===== config.mk =====
export PLATFORM = sky130hd
export DESIGN_NAME = board_mem_arbiter
export DESIGN_NICKNAME = d
export VERILOG_FILES = /design/src/rtl/tetris_pkg.sv /design/src/rtl/board_mem_arbiter_rr_pick.sv /design/src/rtl/board_mem_arbiter.sv
export SDC_FILE = /design/constraint.sdc
export NUM_CORES = 1
export LEC_CHECK = 0
export CAP_MARGIN = 20
export CORE_MARGIN = 3
export CORE_UTILIZATION = 33
export CTS_BUF_LIST = sky130_fd_sc_hd__clkbuf_2 sky130_fd_sc_hd__clkbuf_4 sky130_fd_sc_hd__clkbuf_8
export CTS_CLUSTER_DIAMETER = 30
export DETAILED_ROUTE_END_ITERATION = 10
export HOLD_SLACK_MARGIN = 0.1
export MAX_ROUTING_LAYER = met4
export PLACE_DENSITY = 0.89
export SLEW_MARGIN = 0
export SYNTH_ARGS = -nofsm -noshare
export SYNTH_HDL_FRONTEND = slang
export SYNTH_SLANG_ARGS = --single-unit

===== constraint.sdc =====
create_clock -name clk -period 2.8 [get_ports clk]
set_input_delay 0.28 -clock clk [delete_from_list [all_inputs] [get_ports clk]]
set_output_delay 0.28 -clock clk [all_outputs]
set_load 0.02 [all_outputs]

===== src/rtl/tetris_pkg.sv =====
// Shared playfield constants: requester indices, board RAM geometry and the
// arbiter state type used by the board memory arbiter.
package tetris_pkg;

  localparam int REQ_PLACER   = 0;
  localparam int REQ_CLEAR    = 1;
  localparam int REQ_RENDER   = 2;
  localparam int NUM_REQ      = 3;

  localparam int BOARD_ADDR_W = 8;
  localparam int BOARD_DATA_W = 8;

  typedef enum logic {
    ST_IDLE = 1'b0,
    ST_OWN  = 1'b1
  } arb_state_e;

  function automatic logic [1:0] onehot_to_idx(input logic [NUM_REQ-1:0] oh);
    logic [1:0] idx;
    idx = 2'd0;
    for (int i = 0; i < NUM_REQ; i++) begin
      if (oh[i]) idx = 2'(i);
    end
    return idx;
  endfunction

endpackage


===== src/rtl/board_mem_arbiter_rr_pick.sv =====
// Combinational round-robin selector: scans (last+1), (last+2), last and
// returns the first unmasked requester as a one-hot winner.
module rr_pick
  import tetris_pkg::*;
(
  input  logic [NUM_REQ-1:0] req,
  input  logic [1:0]         last,
  input  logic [NUM_REQ-1:0] mask,
  output logic [NUM_REQ-1:0] winner
);

  logic [NUM_REQ-1:0] cand;
  logic [1:0]         idx;
  logic               found;

  assign cand = req & ~mask;

  always_comb begin
    winner = '0;
    found  = 1'b0;
    idx    = 2'd0;
    for (int k = 1; k <= NUM_REQ; k++) begin
      idx = 2'((int'(last) + k) % NUM_REQ);
      if (!found && cand[idx]) begin
        winner[idx] = 1'b1;
        found       = 1'b1;
      end
    end
  end

endmodule


===== src/rtl/board_mem_arbiter.sv =====
// Round-robin, burst-locking arbiter that owns the single-port board RAM and
// shares it between the piece placer, line clearer and display renderer.
module board_mem_arbiter
  import tetris_pkg::*;
#(
  parameter int ADDR_W    = BOARD_ADDR_W,
  parameter int DATA_W    = BOARD_DATA_W,
  parameter int MAX_BURST = 16
) (
  input  logic                      clk,
  input  logic                      rst,
  input  logic [NUM_REQ-1:0]        req,
  input  logic [NUM_REQ-1:0]        req_we,
  input  logic [NUM_REQ*ADDR_W-1:0] req_addr,
  input  logic [NUM_REQ*DATA_W-1:0] req_wdata,
  output logic [NUM_REQ-1:0]        gnt,
  output logic [DATA_W-1:0]         rdata,
  output logic [NUM_REQ-1:0]        rvalid,
  output logic                      mem_we,
  output logic [ADDR_W-1:0]         mem_addr,
  output logic [DATA_W-1:0]         mem_wdata,
  input  logic [DATA_W-1:0]         mem_rdata,
  output logic                      busy,
  output arb_state_e                dbg_state
);

  localparam int               CNT_W   = $clog2(MAX_BURST);
  localparam logic [CNT_W-1:0] CNT_MAX = CNT_W'(MAX_BURST - 1);

  arb_state_e         state_q;
  logic [NUM_REQ-1:0] gnt_q;
  logic [NUM_REQ-1:0] rvalid_q;
  logic [1:0]         last_q;
  logic [CNT_W-1:0]   cnt_q;

  logic               owner_req;
  logic               others_req;
  logic               capped;
  logic               rearb;
  logic [NUM_REQ-1:0] mask;
  logic [NUM_REQ-1:0] pick;

  // Handshake: a requester raises req and holds req/we/addr/wdata stable until
  // gnt is seen; every cycle with gnt[i] & req[i] is one RAM access, and the
  // owner ends its burst by dropping req (gnt falls on the following edge).
  assign owner_req  = |(gnt_q & req);
  assign others_req = |(req & ~gnt_q);
  assign capped     = (cnt_q == CNT_MAX) && others_req;
  assign rearb      = !owner_req || capped;
  assign mask       = (owner_req && capped) ? gnt_q : '0;

  rr_pick u_rr_pick (
    .req    (req),
    .last   (last_q),
    .mask   (mask),
    .winner (pick)
  );

  always_ff @(posedge clk or negedge rst) begin
    if (!rst) begin
      state_q  <= ST_IDLE;
      gnt_q    <= '0;
      rvalid_q <= '0;
      last_q   <= 2'd2;
      cnt_q    <= '0;
    end else begin
      rvalid_q <= gnt_q & req & ~req_we;
      case (state_q)
        ST_IDLE: begin
          if (|pick) begin
            state_q <= ST_OWN;
            gnt_q   <= pick;
            last_q  <= onehot_to_idx(pick);
            cnt_q   <= '0;
          end
        end
        ST_OWN: begin
          // Release and re-grant share one edge so the RAM never idles.
          if (rearb) begin
            if (|pick) begin
              gnt_q  <= pick;
              last_q <= onehot_to_idx(pick);
            end else begin
              state_q <= ST_IDLE;
              gnt_q   <= '0;
            end
            cnt_q <= '0;
          end else if (cnt_q != CNT_MAX) begin
            cnt_q <= cnt_q + 1'b1;
          end
        end
      endcase
    end
  end

  always_comb begin
    mem_addr  = '0;
    mem_wdata = '0;
    for (int i = 0; i < NUM_REQ; i++) begin
      if (gnt_q[i]) begin
        mem_addr  = req_addr[i*ADDR_W +: ADDR_W];
        mem_wdata = req_wdata[i*DATA_W +: DATA_W];
      end
    end
  end

  assign mem_we    = |(gnt_q & req & req_we);
  assign gnt       = gnt_q;
  assign rvalid    = rvalid_q;
  assign rdata     = mem_rdata;
  assign busy      = |gnt_q;
  assign dbg_state = state_q;

endmodule


==> results of run 1 <==
power groups by stage:
stage	clock network, mW	logic, mW	registers [mW]
CTS	0.176	1.68	0.331
floorplan	0	0.989	0.362
detailed placement	0	1.67	0.333
global route	0.187	1.88	0.342
finish	0.173	1.72	0.334
global placement	0	1.64	0.327
per-layer routing:
layer | track usage | routed length, um | up-vias | part of all wire
met5 | - | 0 | - | 0
met2 | 0.344 | 2510 | 84 | 0.51
li1 | - | - | 854 | -
met3 | 0.0365 | 367 | 8 | 0.075
met1 | 0.221 | 1940 | 820 | 0.40
met4 | 0.0376 | 58 | 0 | 0.012
state kept, by name, summed over array words and instances (netlist names):
register and count:
cnt_q 4, gnt 3, dbg_state 1, rvalid 3
last_q 2
stage by stage:
stage	worst slack (ns)	hold WS [ns]	setup TNS, ns	instances
floorplan	0.0366	-0.0156	0	183
global placement	-0.0647	0.545	-0.124	317
detailed placement	-0.135	0.560	-0.265	317
CTS	0.00611	0.436	0	321
global route	0.00606	0.452	0	321
finish	0.155	0.413	0	321
cells in the mapped netlist, types with 2 or more instances:
| cell | instances |
|---|---|
| o2bb2ai_1 | 2 |
| a31oi_1 | 3 |
| and3_1 | 2 |
| nor2_1 | 9 |
| or3_1 | 3 |
| buf_6 | 4 |
| o31ai_1 | 4 |
| ha_1 | 5 |
| buf_4 | 8 |
| nor2b_1 | 2 |
| inv_1 | 8 |
| a22o_1 | 2 |
| dfrtp_1 | 12 |
| a22oi_1 | 16 |
| o21ai_0 | 22 |
| a221oi_1 | 2 |
| nor3_1 | 6 |
| nand3_1 | 7 |
| nand4_1 | 2 |
| a21oi_1 | 3 |
| nand2_1 | 27 |
| clkbuf_1 | 7 |
path summary, 6_finish.rpt:
kind                                   start        end  cells past startpoint
worst max-delay path                cnt_q[0]   cnt_q[2]                      9
worst min-delay path                     rst  dbg_state                      1
worst max register to register      cnt_q[0]   cnt_q[2]                      9
worst min register to register     last_q[0]  last_q[0]                      1
max in group asynchronous                rst  rvalid[2]                      1
min in group clk                mem_rdata[6]   rdata[6]                      0
area by class of cell:
class / count / area [um^2] / area share
repair buffers: 104 / 981 / 0.410
inverters: 8 / 30.0 / 0.0125
clock buffers: 4 / 48.8 / 0.0204
well taps: 50 / 62.6 / 0.0261
multi-input cells: 142 / 945 / 0.395
flip-flops and latches: 13 / 327 / 0.136
worst max-delay path: cells and delay by family, from the launching register on:
kind / cells / cell delay (ns)
flip-flops: 1 / 0.35
adder cells (fa/ha/maj): 1 / 0.20
AO/OA/AOI/OAI: 5 / 0.99
AND/OR/NAND/NOR: 3 / 1.01
what timing repair did:
action	4_1_cts	5_1_grt
gates resized for setup	0	9
endpoints found under the setup margin	0	4
buffers inserted	0	0
cell families (layout without fill, tap and decap cells):
| kind of cell | Yosys count | count (layout) |
|---|---|---|
| flops | 13 | 13 |
| compound gates | 70 | 70 |
| fa+ha+maj | 5 | 5 |
| buf+inv | 28 | 116 |
| mux | 1 | 1 |
| simple gates | 66 | 66 |
==> impl_metrics.ini, run 1 <==
[outcome]
outcome = finished, final reports clean

[logic_synthesis]
synth_seq_area_share = 0.233
synthMuxAreaShare = 0.00713
yosysTopAreaCell = dfrtp_1
synth_edf_count = 0
synth_top_family_by_area = compound AO/OA/AOI/OAI gates
synthXorXnorAreaFrac = 0
synthArstFlopShare = 1.00
synthDominantCellAreaShare = 0.214
syn_area_per_cell_um2 = 7.67
syn-cell-area_um2 = 1400
synth_flop_cell = dfrtp_1
ys.warnings.count = 0
synth-compound-area-share = 0.365
synthSimpleGateAreaFrac = 0.233
ys_seq_elements = 13
yosysUniqueCellTypes = 49
synth_nets = 252
syn_inst = 183
synth_area_leaders = dfrtp_1 21%, a22oi_1 8.6%, o21ai_0 7.8%
synthAdderAreaFrac = 0.0446

[floorplan]
start_util = 0.346
dieArea_um2 = 5070
die_width_um = 71.2
ios = 97
die_h_um = 71.2
rows = 23
core_um2 = 4060

[pwr]
p_per_area_nw_per_um2 = 929
p_leak_nw = 0.978
clockPowerShare = 0.078
power.internal_mw = 1.18
sw_frac_of_total = 0.470
max-vdd-ir-drop_mv = 0.599
combPwrFrac = 0.772
pwr-share-seq = 0.150
power.net_switching_mw = 1.05
finalPower_mw = 2.22

[timing]
max_slew_margin = 0.610
setup_violations = 0
drv_slew = 0
skew_ns = 0.00307
min_period_over_period = 0.945
min_period_ns = 2.65
rsz0062_at_grt = no
fmax_mhz = 378
hold_violations = 0
worstMarginPinSlew_ns = 0.584

[routing]
finalWirelength_um = 4880
routedWlPerCell_um = 15.2
drtIter0Drc = 44
first_pass_iters = 4
vias_per_cell = 5.50
vias = 1766
antenna_left = 0
drc_errors = 0

[clock_network]
clk_pin_slew_worst_paths_ns = 0.05
clk_latency_ns = 0.24
cts_num_sinks = 13
cts_max_level = 1
holdBufCountCts = 0
cts_made_buffers = 3
cts_tree = done
cts-root-buf = clkbuf_8
clockBufferDepth = 2

[worst_setup_path]
crit_slowest_cell = or4_4
arrival_ns = 2.79
start_kind = register
path_cells = ha_2 -> and3_4 -> o211ai_4 -> and3_1 -> o21ba_1 -> a21o_1 -> a221o_1 -> or4_4 -> a221oi_2
critPathMaxStageDelay_ns = 0.56
worst-endpoint-required_ns = 2.95
crit_path_max_fanout = 5
worst-setup-path-type = register to register
r2r_slack_ns = 0.15
critPathCaptureType = register

[cells_and_area]
fin_util = 0.590
fin_area_um2 = 2390
fillers = 380
fin_nets = 341
final_common_cell = clkdlybuf4s50_1
drive_gt1_frac = 0.173
final_cell_mix = 80 x clkdlybuf4s50_1, 27 x nand2_1, 24 x buf_4
num_antenna_cells = 0
area_growth_pct = 70.5

[placement]
numPortBuffers = 80
dpl_cell_area_um2 = 2310
hpwl_um = 3850
routabilityCongestion = 0.939

[min_path]
hp-class = input pin to asynchronous set/reset pin

[global_route]
grt_usage = 0.191
grt_max_degree = 34
grt_overflow_total = 0
grt_pass1_vias = 1731
antenna_found_initial = 0
grt_pass1_wl_um = 7820

[run]
cap_viol_max_count = 0
No activity file was read; power rests on OpenSTA's default activity.
==> inputs of run 2 (changes only) <==
--- a/config.mk
+++ b/config.mk
@@ -14,6 +14,7 @@
 export HOLD_SLACK_MARGIN = 0.1
 export MAX_ROUTING_LAYER = met4
 export PLACE_DENSITY = 0.89
+export RECOVER_POWER = 100
 export SLEW_MARGIN = 0
 export SYNTH_ARGS = -nofsm -noshare
 export SYNTH_HDL_FRONTEND = slang
==> run 2 against run 1 <==
Combinational power down 4%. Critical path depth unchanged. Global-route usage unchanged. Maximum frequency increased by 0.22%. Sequential power barely moved. Total power fell by 2.9%. Critical endpoint unchanged.
==> impl_metrics.ini, run 2 (synthesized netlist as in run 1, its figures left out) <==
[cells_and_area]
area_growth_pct = 70.0
top_register = cnt_q
fin_area_um2 = 2390
fillers = 382
largest_reg_flops = 4
multiInputGateArea_um2 = 945
drive_gt1_frac = 0.166
stdcell_count = 321
fin_util = 0.588
final_common_cell = clkdlybuf4s50_1
num_antenna_cells = 0
final_cell_mix = 54 x clkdlybuf4s50_1, 27 x nand2_1, 26 x dlygate4sd3_1
fin_nets = 341
ff_latch_area_um2 = 327

[pwr]
p_leak_nw = 1.02
p_per_area_nw_per_um2 = 905
max-vdd-ir-drop_mv = 0.598

[worst_setup_path]
worst-setup-path-type = register to register
crit_start = cnt_q[0]
crit_buf_inv = 0
crit_family = simple AND/OR/NAND/NOR gates
r2r-start = cnt_q[0]
arrival_ns = 2.79
crit_slowest_cell = or4_4
critPathCaptureType = register
worst-endpoint-required_ns = 2.95
r2r_cells = 9
critPathMaxStageDelay_ns = 0.56
r2r_slack_ns = 0.16
path_depth = 9
start_kind = register
crit_path_max_fanout = 5
r2r_end = cnt_q[2]
path_cells = ha_2 -> and3_4 -> o211ai_4 -> and3_1 -> o21ba_1 -> a21o_1 -> a221o_1 -> or4_4 -> a221oi_2
critical_path.endpoint = cnt_q[2]

[routing]
finalWirelength_um = 4870
vias = 1779
vias_per_cell = 5.54
drc_errors = 0
drtIter0Drc = 44
first_pass_iters = 4
antenna_left = 0
routedWlPerCell_um = 15.2

[outcome]
outcome = finished, final reports clean

[global_route]
antenna_found_initial = 0
grt_pass1_vias = 1731
grt_pass1_wl_um = 7820
grt_max_degree = 34
grt_overflow_total = 0
grt_usage = 0.191

[timing]
skew_ns = 0.00326
worstMarginPinSlew_ns = 0.591
fmax_mhz = 379
min_period_over_period = 0.943
rsz0062_at_grt = no
hold_violations = 0
drv_slew = 0
setup_violations = 0
setup_ws_ns = 0.160
max_slew_margin = 0.605
min_period_ns = 2.64

[floorplan]
die_h_um = 71.2
die_width_um = 71.2
rows = 23
dieArea_um2 = 5070
start_util = 0.346
core_um2 = 4060
ios = 97

[clock_network]
cts_made_buffers = 3
cts-root-buf = clkbuf_8
cts_num_sinks = 13
cts_max_level = 1
cts_tree = done
clk_pin_slew_worst_paths_ns = 0.05
clockBufferDepth = 2
clk_latency_ns = 0.24

[placement]
hpwl_um = 3850
routabilityCongestion = 0.939
numPortBuffers = 80
place_worst_setup_slack_ns = -0.135
dp.cells = 317
dpl_cell_area_um2 = 2310

[run]
cap_viol_max_count = 0

[min_path]
hp-class = input pin to asynchronous set/reset pin
-- run 2: cell count changes in the layout (fill, tap and decap cells not counted), sizes merged --
| cell | change |
|---|---|
| dlygate4sd3 | +26 |
| clkdlybuf4s50 | -26 |
| buf | -2 |
| clkbuf | +2 |
-- run 2: worst min-delay path by stage --
stage | depth (start not counted) | slack [ns] | start | endpoint
after global routing | 1 | 0.52 | rst | last_q[0]
after CTS | 1 | 0.44 | rst | last_q[0]
after detailed placement | 0 | 0.56 | mem_rdata[0] | rdata[0]
after floorplan | 0 | -0.02 | rst | cnt_q[0]
final | 1 | 0.48 | rst | dbg_state
after global placement | 1 | 0.54 | last_q[0] | last_q[0]
-- run 2: through the flow --
stage / total power, mW / hold WS (ns) / setup TNS, ns
2_1_floorplan: 1.35 / -0.0156 / 0
3_3_place_gp: 1.96 / 0.545 / -0.124
3_5_place_dp: 2.00 / 0.560 / -0.265
4_1_cts: 2.19 / 0.436 / 0
5_1_grt: 2.35 / 0.522 / 0
6_report: 2.16 / 0.484 / 0
-- run 2: repair_timing --
item,4_1_cts,5_1_grt
hold buffers,0,0
endpoints found under the setup margin,0,4
gates resized for setup,0,9
buffers inserted,0,0
-- run 2: per-layer routing --
metal / up-vias / global-route usage / share of wire
met4: 0 / 0.0376 / 0.016
met5: - / - / 0
met2: 95 / 0.344 / 0.51
met3: 10 / 0.0365 / 0.081
met1: 821 / 0.221 / 0.39
li1: 853 / - / -
-- run 2: worst register-to-register path, stage by stage (launching register included) --
cell and delay, ns:
dfrtp_1 0.35, ha_2 0.20, and3_4 0.23, o211ai_4 0.09, and3_1 0.22, o21ba_1 0.18
a21o_1 0.15, a221o_1 0.31, or4_4 0.56, a221oi_2 0.26
-- run 2: area by class of cell --
| class | instances | area share |
|---|---|---|
| Clock buffer | 4 | 0.0205 |
| Inverter | 8 | 0.0126 |
| Multi-Input combinational cell | 142 | 0.396 |
| Sequential cell | 13 | 0.137 |
| Tap cell | 50 | 0.0262 |
| Timing Repair Buffer | 104 | 0.408 |
-- run 2: report_power, final --
group | switching (mW) | leakage [nW] | internal (mW)
clock network | 0.0628 | 0.0262 | 0.110
registers | 0.0737 | 0.167 | 0.259
logic | 0.903 | 0.823 | 0.751
total | 1.04 | 1.02 | 1.12
==> inputs of run 3 (changes only) <==
--- a/config.mk
+++ b/config.mk
@@ -9,7 +9,6 @@
 export CORE_MARGIN = 3
 export CORE_UTILIZATION = 33
 export CTS_BUF_LIST = sky130_fd_sc_hd__clkbuf_2 sky130_fd_sc_hd__clkbuf_4 sky130_fd_sc_hd__clkbuf_8
-export CTS_CLUSTER_DIAMETER = 30
 export DETAILED_ROUTE_END_ITERATION = 10
 export HOLD_SLACK_MARGIN = 0.1
 export MAX_ROUTING_LAYER = met4
==> results of run 3 <==
Same layout as run 2: the final DEF is identical, and so are final timing and power.
